**src/rtl/matrix_ctrl_gen_if.sv**
```systemverilog
// Bus bundle between the heavyhash matrix controller and its FIFOs, column RAMs and PE array.
// Handshake: FIFOs are first-word-fall-through; a word moves on every cycle its re/we is high, and re/we is only raised while the matching empty/full flag is low.
interface matrix_ctrl_gen_if #(
    parameter int COLS       = 64,
    parameter int ROWS       = 64,
    parameter int HASH_WORDS = 64,
    parameter int OUT_WORDS  = 4
);
    localparam int RW = (ROWS > 1) ? $clog2(ROWS) : 1;
    localparam int HW = (HASH_WORDS > 1) ? $clog2(HASH_WORDS) : 1;
    localparam int OW = (OUT_WORDS > 1) ? $clog2(OUT_WORDS) : 1;

    logic            m_empty;
    logic            hashin_empty;
    logic            fifo_full;
    logic            matrix_reload;

    logic            m_re;
    logic            m_ram_we;
    logic [RW-1:0]   m_row;
    logic [COLS-1:0] en_column;
    logic            addr_sel;
    logic [HW-1:0]   hash_idx;
    logic            hashin_re;
    logic            PE_en;
    logic            PE_clr;
    logic [OW-1:0]   out_idx;
    logic            hashout_we;
    logic            matrix_valid;
    logic            busy;
    logic [31:0]     job_count;
    logic [2:0]      state_dbg;

    modport master (
        input  m_empty, hashin_empty, fifo_full, matrix_reload,
        output m_re, m_ram_we, m_row, en_column, addr_sel, hash_idx,
               hashin_re, PE_en, PE_clr, out_idx, hashout_we,
               matrix_valid, busy, job_count, state_dbg
    );

    modport slave (
        output m_empty, hashin_empty, fifo_full, matrix_reload,
        input  m_re, m_ram_we, m_row, en_column, addr_sel, hash_idx,
               hashin_re, PE_en, PE_clr, out_idx, hashout_we,
               matrix_valid, busy, job_count, state_dbg
    );
endinterface

```
**src/rtl/matrix_ctrl_gen.sv**
```systemverilog
// Heavyhash matrix multiplier controller: loads a resident matrix into the column RAMs,
// then runs hash jobs (stream hashin words, drain the PE pipeline, write result words).
module matrix_ctrl_gen #(
    parameter int COLS       = 64,
    parameter int ROWS       = 64,
    parameter int HASH_WORDS = 64,
    parameter int OUT_WORDS  = 4,
    parameter int PE_LAT     = 3
) (
    input  logic              clk,
    input  logic              rst_n,
    matrix_ctrl_gen_if.master bus
);
    localparam int RW = (ROWS > 1) ? $clog2(ROWS) : 1;
    localparam int HW = (HASH_WORDS > 1) ? $clog2(HASH_WORDS) : 1;
    localparam int OW = (OUT_WORDS > 1) ? $clog2(OUT_WORDS) : 1;
    localparam int CW = (COLS > 1) ? $clog2(COLS) : 1;
    localparam int DW = (PE_LAT > 1) ? $clog2(PE_LAT) : 1;

    localparam logic [RW-1:0] ROW_LAST   = RW'(ROWS - 1);
    localparam logic [CW-1:0] COL_LAST   = CW'(COLS - 1);
    localparam logic [HW-1:0] HASH_LAST  = HW'(HASH_WORDS - 1);
    localparam logic [OW-1:0] OUT_LAST   = OW'(OUT_WORDS - 1);
    localparam logic [DW-1:0] DRAIN_LAST = DW'(PE_LAT - 1);

    typedef enum logic [2:0] {
        S_IDLE  = 3'd0,
        S_LOAD  = 3'd1,
        S_MULT  = 3'd2,
        S_DRAIN = 3'd3,
        S_OUT   = 3'd4
    } state_e;

    state_e        state_q, state_d;
    logic [RW-1:0] row_q, row_d;
    logic [CW-1:0] col_q, col_d;
    logic [HW-1:0] hash_q, hash_d;
    logic [DW-1:0] drain_q, drain_d;
    logic [OW-1:0] out_q, out_d;
    logic          valid_q, valid_d;
    logic          reload_q, reload_d;
    logic          addr_sel_q, addr_sel_d;
    logic [31:0]   jobs_q, jobs_d;

    logic            m_re;
    logic            hashin_re;
    logic            pe_en;
    logic            pe_clr;
    logic            hashout_we;
    logic [COLS-1:0] en_column;

    always_ff @(posedge clk or negedge rst_n) begin
        if (!rst_n) begin
            state_q    <= S_IDLE;
            row_q      <= '0;
            col_q      <= '0;
            hash_q     <= '0;
            drain_q    <= '0;
            out_q      <= '0;
            valid_q    <= 1'b0;
            reload_q   <= 1'b0;
            addr_sel_q <= 1'b0;
            jobs_q     <= '0;
        end else begin
            state_q    <= state_d;
            row_q      <= row_d;
            col_q      <= col_d;
            hash_q     <= hash_d;
            drain_q    <= drain_d;
            out_q      <= out_d;
            valid_q    <= valid_d;
            reload_q   <= reload_d;
            addr_sel_q <= addr_sel_d;
            jobs_q     <= jobs_d;
        end
    end

    always_comb begin
        state_d    = state_q;
        row_d      = row_q;
        col_d      = col_q;
        hash_d     = hash_q;
        drain_d    = drain_q;
        out_d      = out_q;
        valid_d    = valid_q;
        reload_d   = reload_q;
        addr_sel_d = addr_sel_q;
        jobs_d     = jobs_q;
        m_re       = 1'b0;
        hashin_re  = 1'b0;
        pe_en      = 1'b0;
        pe_clr     = 1'b0;
        hashout_we = 1'b0;
        en_column  = '0;

        // A reload request is latched outside LOAD and waits for the next IDLE.
        if (bus.matrix_reload && (state_q != S_LOAD)) begin
            reload_d = 1'b1;
        end

        case (state_q)
            S_IDLE: begin
                if ((reload_q || !valid_q) && !bus.m_empty) begin
                    state_d    = S_LOAD;
                    valid_d    = 1'b0;
                    reload_d   = 1'b0;
                    addr_sel_d = 1'b0;
                    row_d      = '0;
                    col_d      = '0;
                end else if (valid_q && !bus.hashin_empty) begin
                    pe_clr     = 1'b1;
                    state_d    = S_MULT;
                    addr_sel_d = 1'b1;
                    hash_d     = '0;
                end
            end

            S_LOAD: begin
                if (!bus.m_empty) begin
                    m_re      = 1'b1;
                    en_column = COLS'(1) << col_q;
                    if (row_q == ROW_LAST) begin
                        row_d = '0;
                        if (col_q == COL_LAST) begin
                            col_d   = '0;
                            valid_d = 1'b1;
                            state_d = S_IDLE;
                        end else begin
                            col_d = col_q + CW'(1);
                        end
                    end else begin
                        row_d = row_q + RW'(1);
                    end
                end
            end

            S_MULT: begin
                if (!bus.hashin_empty) begin
                    hashin_re = 1'b1;
                    pe_en     = 1'b1;
                    en_column = '1;
                    if (hash_q == HASH_LAST) begin
                        hash_d  = '0;
                        drain_d = '0;
                        state_d = S_DRAIN;
                    end else begin
                        hash_d = hash_q + HW'(1);
                    end
                end
            end

            S_DRAIN: begin
                // Keep the PE pipeline clocked until the last product has reached the result.
                pe_en = 1'b1;
                if (drain_q == DRAIN_LAST) begin
                    drain_d = '0;
                    out_d   = '0;
                    state_d = S_OUT;
                end else begin
                    drain_d = drain_q + DW'(1);
                end
            end

            S_OUT: begin
                if (!bus.fifo_full) begin
                    hashout_we = 1'b1;
                    if (out_q == OUT_LAST) begin
                        out_d   = '0;
                        jobs_d  = jobs_q + 32'd1;
                        state_d = S_IDLE;
                    end else begin
                        out_d = out_q + OW'(1);
                    end
                end
            end

            default: begin
                state_d = S_IDLE;
            end
        endcase
    end

    assign bus.m_re         = m_re;
    assign bus.m_ram_we     = m_re;
    assign bus.m_row        = row_q;
    assign bus.en_column    = en_column;
    assign bus.addr_sel     = addr_sel_q;
    assign bus.hash_idx     = hash_q;
    assign bus.hashin_re    = hashin_re;
    assign bus.PE_en        = pe_en;
    assign bus.PE_clr       = pe_clr;
    assign bus.out_idx      = out_q;
    assign bus.hashout_we   = hashout_we;
    assign bus.matrix_valid = valid_q;
    assign bus.busy         = (state_q != S_IDLE);
    assign bus.job_count    = jobs_q;
    assign bus.state_dbg    = state_q;

    a_m_re_safe : assert property (@(posedge clk) disable iff (!rst_n) !(m_re && bus.m_empty));
    a_hin_safe  : assert property (@(posedge clk) disable iff (!rst_n) !(hashin_re && bus.hashin_empty));
    a_out_safe  : assert property (@(posedge clk) disable iff (!rst_n) !(hashout_we && bus.fifo_full));
endmodule

```
**src/flat_wrapper.sv**
```systemverilog
// flat-port wrapper written by rule: the top's interface ports become plain ports
module matrix_ctrl_gen_flat 
#(
    parameter int COLS       = 64,
    parameter int ROWS       = 64,
    parameter int HASH_WORDS = 64,
    parameter int OUT_WORDS  = 4,
    parameter int PE_LAT     = 3
)
  (clk, rst_n, bus_m_empty, bus_hashin_empty, bus_fifo_full, bus_matrix_reload, bus_m_re, bus_m_ram_we, bus_m_row, bus_en_column, bus_addr_sel, bus_hash_idx, bus_hashin_re, bus_PE_en, bus_PE_clr, bus_out_idx, bus_hashout_we, bus_matrix_valid, bus_busy, bus_job_count, bus_state_dbg);
  matrix_ctrl_gen_if #(.COLS(COLS), .ROWS(ROWS), .HASH_WORDS(HASH_WORDS), .OUT_WORDS(OUT_WORDS)) bus_i ();
  input  logic clk;
  input  logic rst_n;
  input wire logic [$bits(bus_i.m_empty)-1:0] bus_m_empty;
  input wire logic [$bits(bus_i.hashin_empty)-1:0] bus_hashin_empty;
  input wire logic [$bits(bus_i.fifo_full)-1:0] bus_fifo_full;
  input wire logic [$bits(bus_i.matrix_reload)-1:0] bus_matrix_reload;
  output wire logic [$bits(bus_i.m_re)-1:0] bus_m_re;
  output wire logic [$bits(bus_i.m_ram_we)-1:0] bus_m_ram_we;
  output wire logic [$bits(bus_i.m_row)-1:0] bus_m_row;
  output wire logic [$bits(bus_i.en_column)-1:0] bus_en_column;
  output wire logic [$bits(bus_i.addr_sel)-1:0] bus_addr_sel;
  output wire logic [$bits(bus_i.hash_idx)-1:0] bus_hash_idx;
  output wire logic [$bits(bus_i.hashin_re)-1:0] bus_hashin_re;
  output wire logic [$bits(bus_i.PE_en)-1:0] bus_PE_en;
  output wire logic [$bits(bus_i.PE_clr)-1:0] bus_PE_clr;
  output wire logic [$bits(bus_i.out_idx)-1:0] bus_out_idx;
  output wire logic [$bits(bus_i.hashout_we)-1:0] bus_hashout_we;
  output wire logic [$bits(bus_i.matrix_valid)-1:0] bus_matrix_valid;
  output wire logic [$bits(bus_i.busy)-1:0] bus_busy;
  output wire logic [$bits(bus_i.job_count)-1:0] bus_job_count;
  output wire logic [$bits(bus_i.state_dbg)-1:0] bus_state_dbg;
  assign bus_i.m_empty = bus_m_empty;
  assign bus_i.hashin_empty = bus_hashin_empty;
  assign bus_i.fifo_full = bus_fifo_full;
  assign bus_i.matrix_reload = bus_matrix_reload;
  assign bus_m_re = bus_i.m_re;
  assign bus_m_ram_we = bus_i.m_ram_we;
  assign bus_m_row = bus_i.m_row;
  assign bus_en_column = bus_i.en_column;
  assign bus_addr_sel = bus_i.addr_sel;
  assign bus_hash_idx = bus_i.hash_idx;
  assign bus_hashin_re = bus_i.hashin_re;
  assign bus_PE_en = bus_i.PE_en;
  assign bus_PE_clr = bus_i.PE_clr;
  assign bus_out_idx = bus_i.out_idx;
  assign bus_hashout_we = bus_i.hashout_we;
  assign bus_matrix_valid = bus_i.matrix_valid;
  assign bus_busy = bus_i.busy;
  assign bus_job_count = bus_i.job_count;
  assign bus_state_dbg = bus_i.state_dbg;
  matrix_ctrl_gen #(.COLS(COLS), .ROWS(ROWS), .HASH_WORDS(HASH_WORDS), .OUT_WORDS(OUT_WORDS), .PE_LAT(PE_LAT)) u_core (.clk(clk), .rst_n(rst_n), .bus(bus_i));
endmodule
```
**config.mk**
```make
export PLATFORM = sky130hd
export DESIGN_NAME = matrix_ctrl_gen_flat
export DESIGN_NICKNAME = d
export VERILOG_FILES = /design/src/rtl/matrix_ctrl_gen_if.sv /design/src/rtl/matrix_ctrl_gen.sv /design/src/flat_wrapper.sv
export SDC_FILE = /design/constraint.sdc
export NUM_CORES = 1
export LEC_CHECK = 0
export ABC_AREA = 0
export CAP_MARGIN = 10
export CORE_UTILIZATION = 41
export DETAILED_ROUTE_END_ITERATION = 8
export PLACE_DENSITY = 0.79
export SLEW_MARGIN = 20
export SYNTH_ARGS = -nofsm -noshare
export SYNTH_HDL_FRONTEND = slang
export SYNTH_SLANG_ARGS = --single-unit
```
**constraint.sdc**
```tcl
create_clock -name clk -period 1.87 [get_ports clk]
set_input_delay 0.2805 -clock clk [delete_from_list [all_inputs] [get_ports clk]]
set_output_delay 0.2805 -clock clk [all_outputs]
set_load 0.02 [all_outputs]
```
==> reports/metrics.yaml <==
clocking:
  clock_network_latency_to_the_later_pin_of_the_worst_skew_pair_ns: 0.34
  ctsRootBufferMaster: "sky130_fd_sc_hd__clkbuf_8"
  h-tree-depth: 3
  tritoncts_clock_tree: "done"
  cts-root-to-sink-buffers: 2
  cts-buffers-inserted: 9
  clock_transition_time_at_the_flip_flop_clock_pins_of_the_worst_setup_and_hold_paths_ns: 0.07
  clock-sinks: 60
finish:
  drive_above_1_share: 0.465
  layout-area-overhead-vs-synth_pct: 83.9
  finalNetCount: 634
  mostFrequentLayoutCells: "sky130_fd_sc_hd__buf_4 (109), sky130_fd_sc_hd__clkdlybuf4s50_1 (53), sky130_fd_sc_hd__dfrtp_1 (53)"
  fillCellCount: 514
  antenna_cells_inserted: 0
  mostFrequentLayoutCell: "sky130_fd_sc_hd__buf_4"
timing:
  setup-violations-final: 90
  unrepaired_setup_endpoints_after_global_routing: "yes"
  worst_slew_pin_slew_ns: 0.462
  maximum_achievable_frequency_ghz: 0.439
  final_critical_path_setup_slack_ns: -0.410
  skew_ns: 0.0153
  final-max-slew-violation-count: 0
  min_period_over_period: 1.22
  tns_ns: -23.40
  slew_headroom: 0.691
  final-hold-violation-count: 0
  timing.final.crit_period_ns: 2.28
power:
  p_total_mw: 7.06
  cellPowerDensity_nw_per_um2: 1090
  maximum_resistive_drop_on_vdd_uv: 932
  p_leak_nw: 3.04
detailed_routing:
  drt_iter0_markers: 184
  detail_route.vias_per_cell: 5.51
  route.antenna.remaining_nets: 0
  first_pass_iters: 5
  avgRoutedWirePerCell_um: 17.1
  post_route_drc_violation_count: 0
  dr_total_vias: 4017
  detail_route.wirelength_um: 12500
worst_setup_path:
  worstSetupStartpoint: "u_core.bus.state_dbg[2]$_DFFE_PN0P_"
  critical_path.reg2reg.startpoint: "u_core.bus.state_dbg[0]$_DFFE_PN0P_"
  critical_path_peak_fanout: 8
  crit_path_end_kind: "output pin"
  crit_arrival_ns: 2.00
  critical_path.reg2reg.endpoint: "u_core.bus.job_count[31]$_DFFE_PN0P_"
  length_in_cells_of_the_worst_reg_to_reg_path: 9
  path_class: "reg -> out"
  regToRegSetupSlack_ns: -0.27
  endpoint: "bus_en_column[6]"
  start_kind: "flop"
  critPathRequiredTime_ns: 1.59
placed_design:
  dp.final_hpwl_um: 8220
  count_of_buffers_from_port_buffering: 127
  placer_congestion_estimate: 0.879
global_route:
  antenna_violations_before_repair: 0
  grt_pass1_wl_um: 18400
  via_count_of_the_first_global_routing_pass: 3771
  globalRouteTotalUtil: 0.263
  grt_max_degree: 61
  globalRouteOverflowTotal: 0
status:
  status: "finished with violations"
  failed_checks: "setup timing"
logic_synthesis:
  syn-cell-area_um2: 3510
  synth_edf_count: 0
  yosys_warnings: 0
  post_synth_inst_count: 395
  postSynth.asyncResetShare: 1.00
  synthesis.nets: 410
  ys.flop_type: "sky130_fd_sc_hd__dfrtp_1"
  ys_seq_elements: 60
  post_synth.cell_area_avg_um2: 8.89
  ys_seq_area_frac: 0.428
  ys_types: 51
floorplanning:
  std_cell_rows: 33
  die_width_um: 94.6
  fp.dieArea_um2: 8940
  placeable_area_um2: 8260
  die_height_um: 94.6
  io-pin-count: 128
  initial_core_util: 0.425
flow_run:
  drv_cap: 0
worst_hold_path:
  timing.hold.worst.class: "in -> async"
==> through the flow <==
step | hold slack [ns] | util | worst slack, ns | std cells | cell area [um2]
after floorplan | -0.0151 | - | -0.235 | 395 | 3800
after global placement | 0.310 | 0.700 | -0.814 | 693 | 5780
after detailed placement | 0.309 | 0.700 | -0.846 | 693 | 5780
after CTS | 0.476 | 0.743 | -0.373 | 718 | 6140
after global routing | 0.488 | 0.782 | -0.459 | 729 | 6460
final | 0.455 | 0.782 | -0.410 | 729 | 6460
==> metal layers <==
layer	GRT usage	part of all wire	vias to the layer above
met3	0.0531	0.072	23
met4	0.0884	0.019	0
met5	0	0	-
met2	0.486	0.52	163
li1	-	-	1861
met1	0.300	0.39	1970
==> layout make-up <==
type	instances	area [um2]	area share
Inverter	6	25.0	0.00388
Sequential cell	60	1510	0.234
Clock buffer	12	155	0.0240
Timing Repair Buffer	231	2140	0.331
Clock inverter	4	95.1	0.0147
Multi-Input combinational cell	311	2400	0.372
Tap cell	105	131	0.0203
==> power by group <==
group,internal (mW),switching [mW],total (mW)
clock network,0.957,0.537,1.49
logic,1.88,2.06,3.94
registers,1.47,0.160,1.63
total,4.31,2.76,7.06
==> critical path: stages (launching register included) <==
cell	delay, ns
sky130_fd_sc_hd__dfrtp_2	0.45
sky130_fd_sc_hd__nor3_4	0.25
sky130_fd_sc_hd__nand2_4	0.10
sky130_fd_sc_hd__or4_4	0.43
sky130_fd_sc_hd__buf_12	0.17
sky130_fd_sc_hd__o21ai_2	0.12
sky130_fd_sc_hd__buf_6	0.13
==> registers in the layout, summed over array words and instances (netlist names), 2 cells and up <==
signal,flops
u_core.bus.hash_idx,6
u_core.bus.state_dbg,3
u_core.drain_q,2
u_core.bus.job_count,32
u_core.col_q,6
u_core.bus.out_idx,2
u_core.bus.m_row,6
==> cells by family (layout without fill, tap and decap cells) <==
logic type,after synthesis,in the layout,synth area share
adder cells (fa/ha/maj),9,9,0.0321
flip-flops,60,60,0.428
buffers and inverters,24,253,0.0299
AO/OA/AOI/OAI,110,110,0.173
multiplexers,3,3,0.00962
XOR/XNOR,34,34,0.0848
AND/OR/NAND/NOR,155,155,0.243
==> cells in the mapped netlist (2+ instances only) <==
cell type	number	area [um2]
sky130_fd_sc_hd__a21oi_1	11	55.1
sky130_fd_sc_hd__a22o_1	5	43.8
sky130_fd_sc_hd__and2_1	6	37.5
sky130_fd_sc_hd__and3_1	5	31.3
sky130_fd_sc_hd__and4_1	3	26.3
sky130_fd_sc_hd__buf_2	3	15.0
sky130_fd_sc_hd__clkbuf_1	13	48.8
sky130_fd_sc_hd__dfrtp_1	60	1500
sky130_fd_sc_hd__ha_1	9	113
sky130_fd_sc_hd__inv_1	5	18.8
sky130_fd_sc_hd__mux2_2	2	22.5
sky130_fd_sc_hd__nand2_1	34	128
sky130_fd_sc_hd__nand2b_1	9	56.3
sky130_fd_sc_hd__nand3_1	20	100
sky130_fd_sc_hd__nand3b_1	4	30.0
sky130_fd_sc_hd__nand4_1	12	75.1
sky130_fd_sc_hd__nor2_1	30	113
sky130_fd_sc_hd__nor2b_1	2	12.5
sky130_fd_sc_hd__nor3_1	7	35.0
sky130_fd_sc_hd__nor3b_1	3	22.5
sky130_fd_sc_hd__nor4_1	2	12.5
sky130_fd_sc_hd__nor4_2	3	37.5
sky130_fd_sc_hd__o21a_1	2	15.0
sky130_fd_sc_hd__o21ai_0	80	400
sky130_fd_sc_hd__o21ai_1	2	10.0
sky130_fd_sc_hd__or3_1	5	31.3
sky130_fd_sc_hd__or4_1	2	15.0
sky130_fd_sc_hd__xnor2_1	19	166
sky130_fd_sc_hd__xor2_1	15	131
==> repair_timing <==
item                                    in CTS  in global routing
hold buffers                                 1                  0
setup buffers                                7                 12
gates resized for setup                    397                 94
hold endpoints to repair                    60                  0
gates cloned                                 1                  1
pin swaps                                   12                 17
endpoints found under the setup margin      92                119
==> worst min path at each step <==
stage | startpoint | endpoint | slack, ns | depth (start not counted)
after floorplan | rst_n | u_core.bus.addr_sel$_DFFE_PN0P_ | -0.02 | 0
after global placement | rst_n | u_core.drain_q[0]$_DFFE_PN0P_ | 0.31 | 2
after detailed placement | rst_n | u_core.drain_q[1]$_DFFE_PN0P_ | 0.31 | 2
after CTS | rst_n | u_core.bus.job_count[1]$_DFFE_PN0P_ | 0.48 | 3
after global routing | u_core.bus.job_count[31]$_DFFE_PN0P_ | u_core.bus.job_count[31]$_DFFE_PN0P_ | 0.49 | 1
final | rst_n | u_core.bus.job_count[1]$_DFFE_PN0P_ | 0.45 | 3
Power figures use the tool's default switching activity.
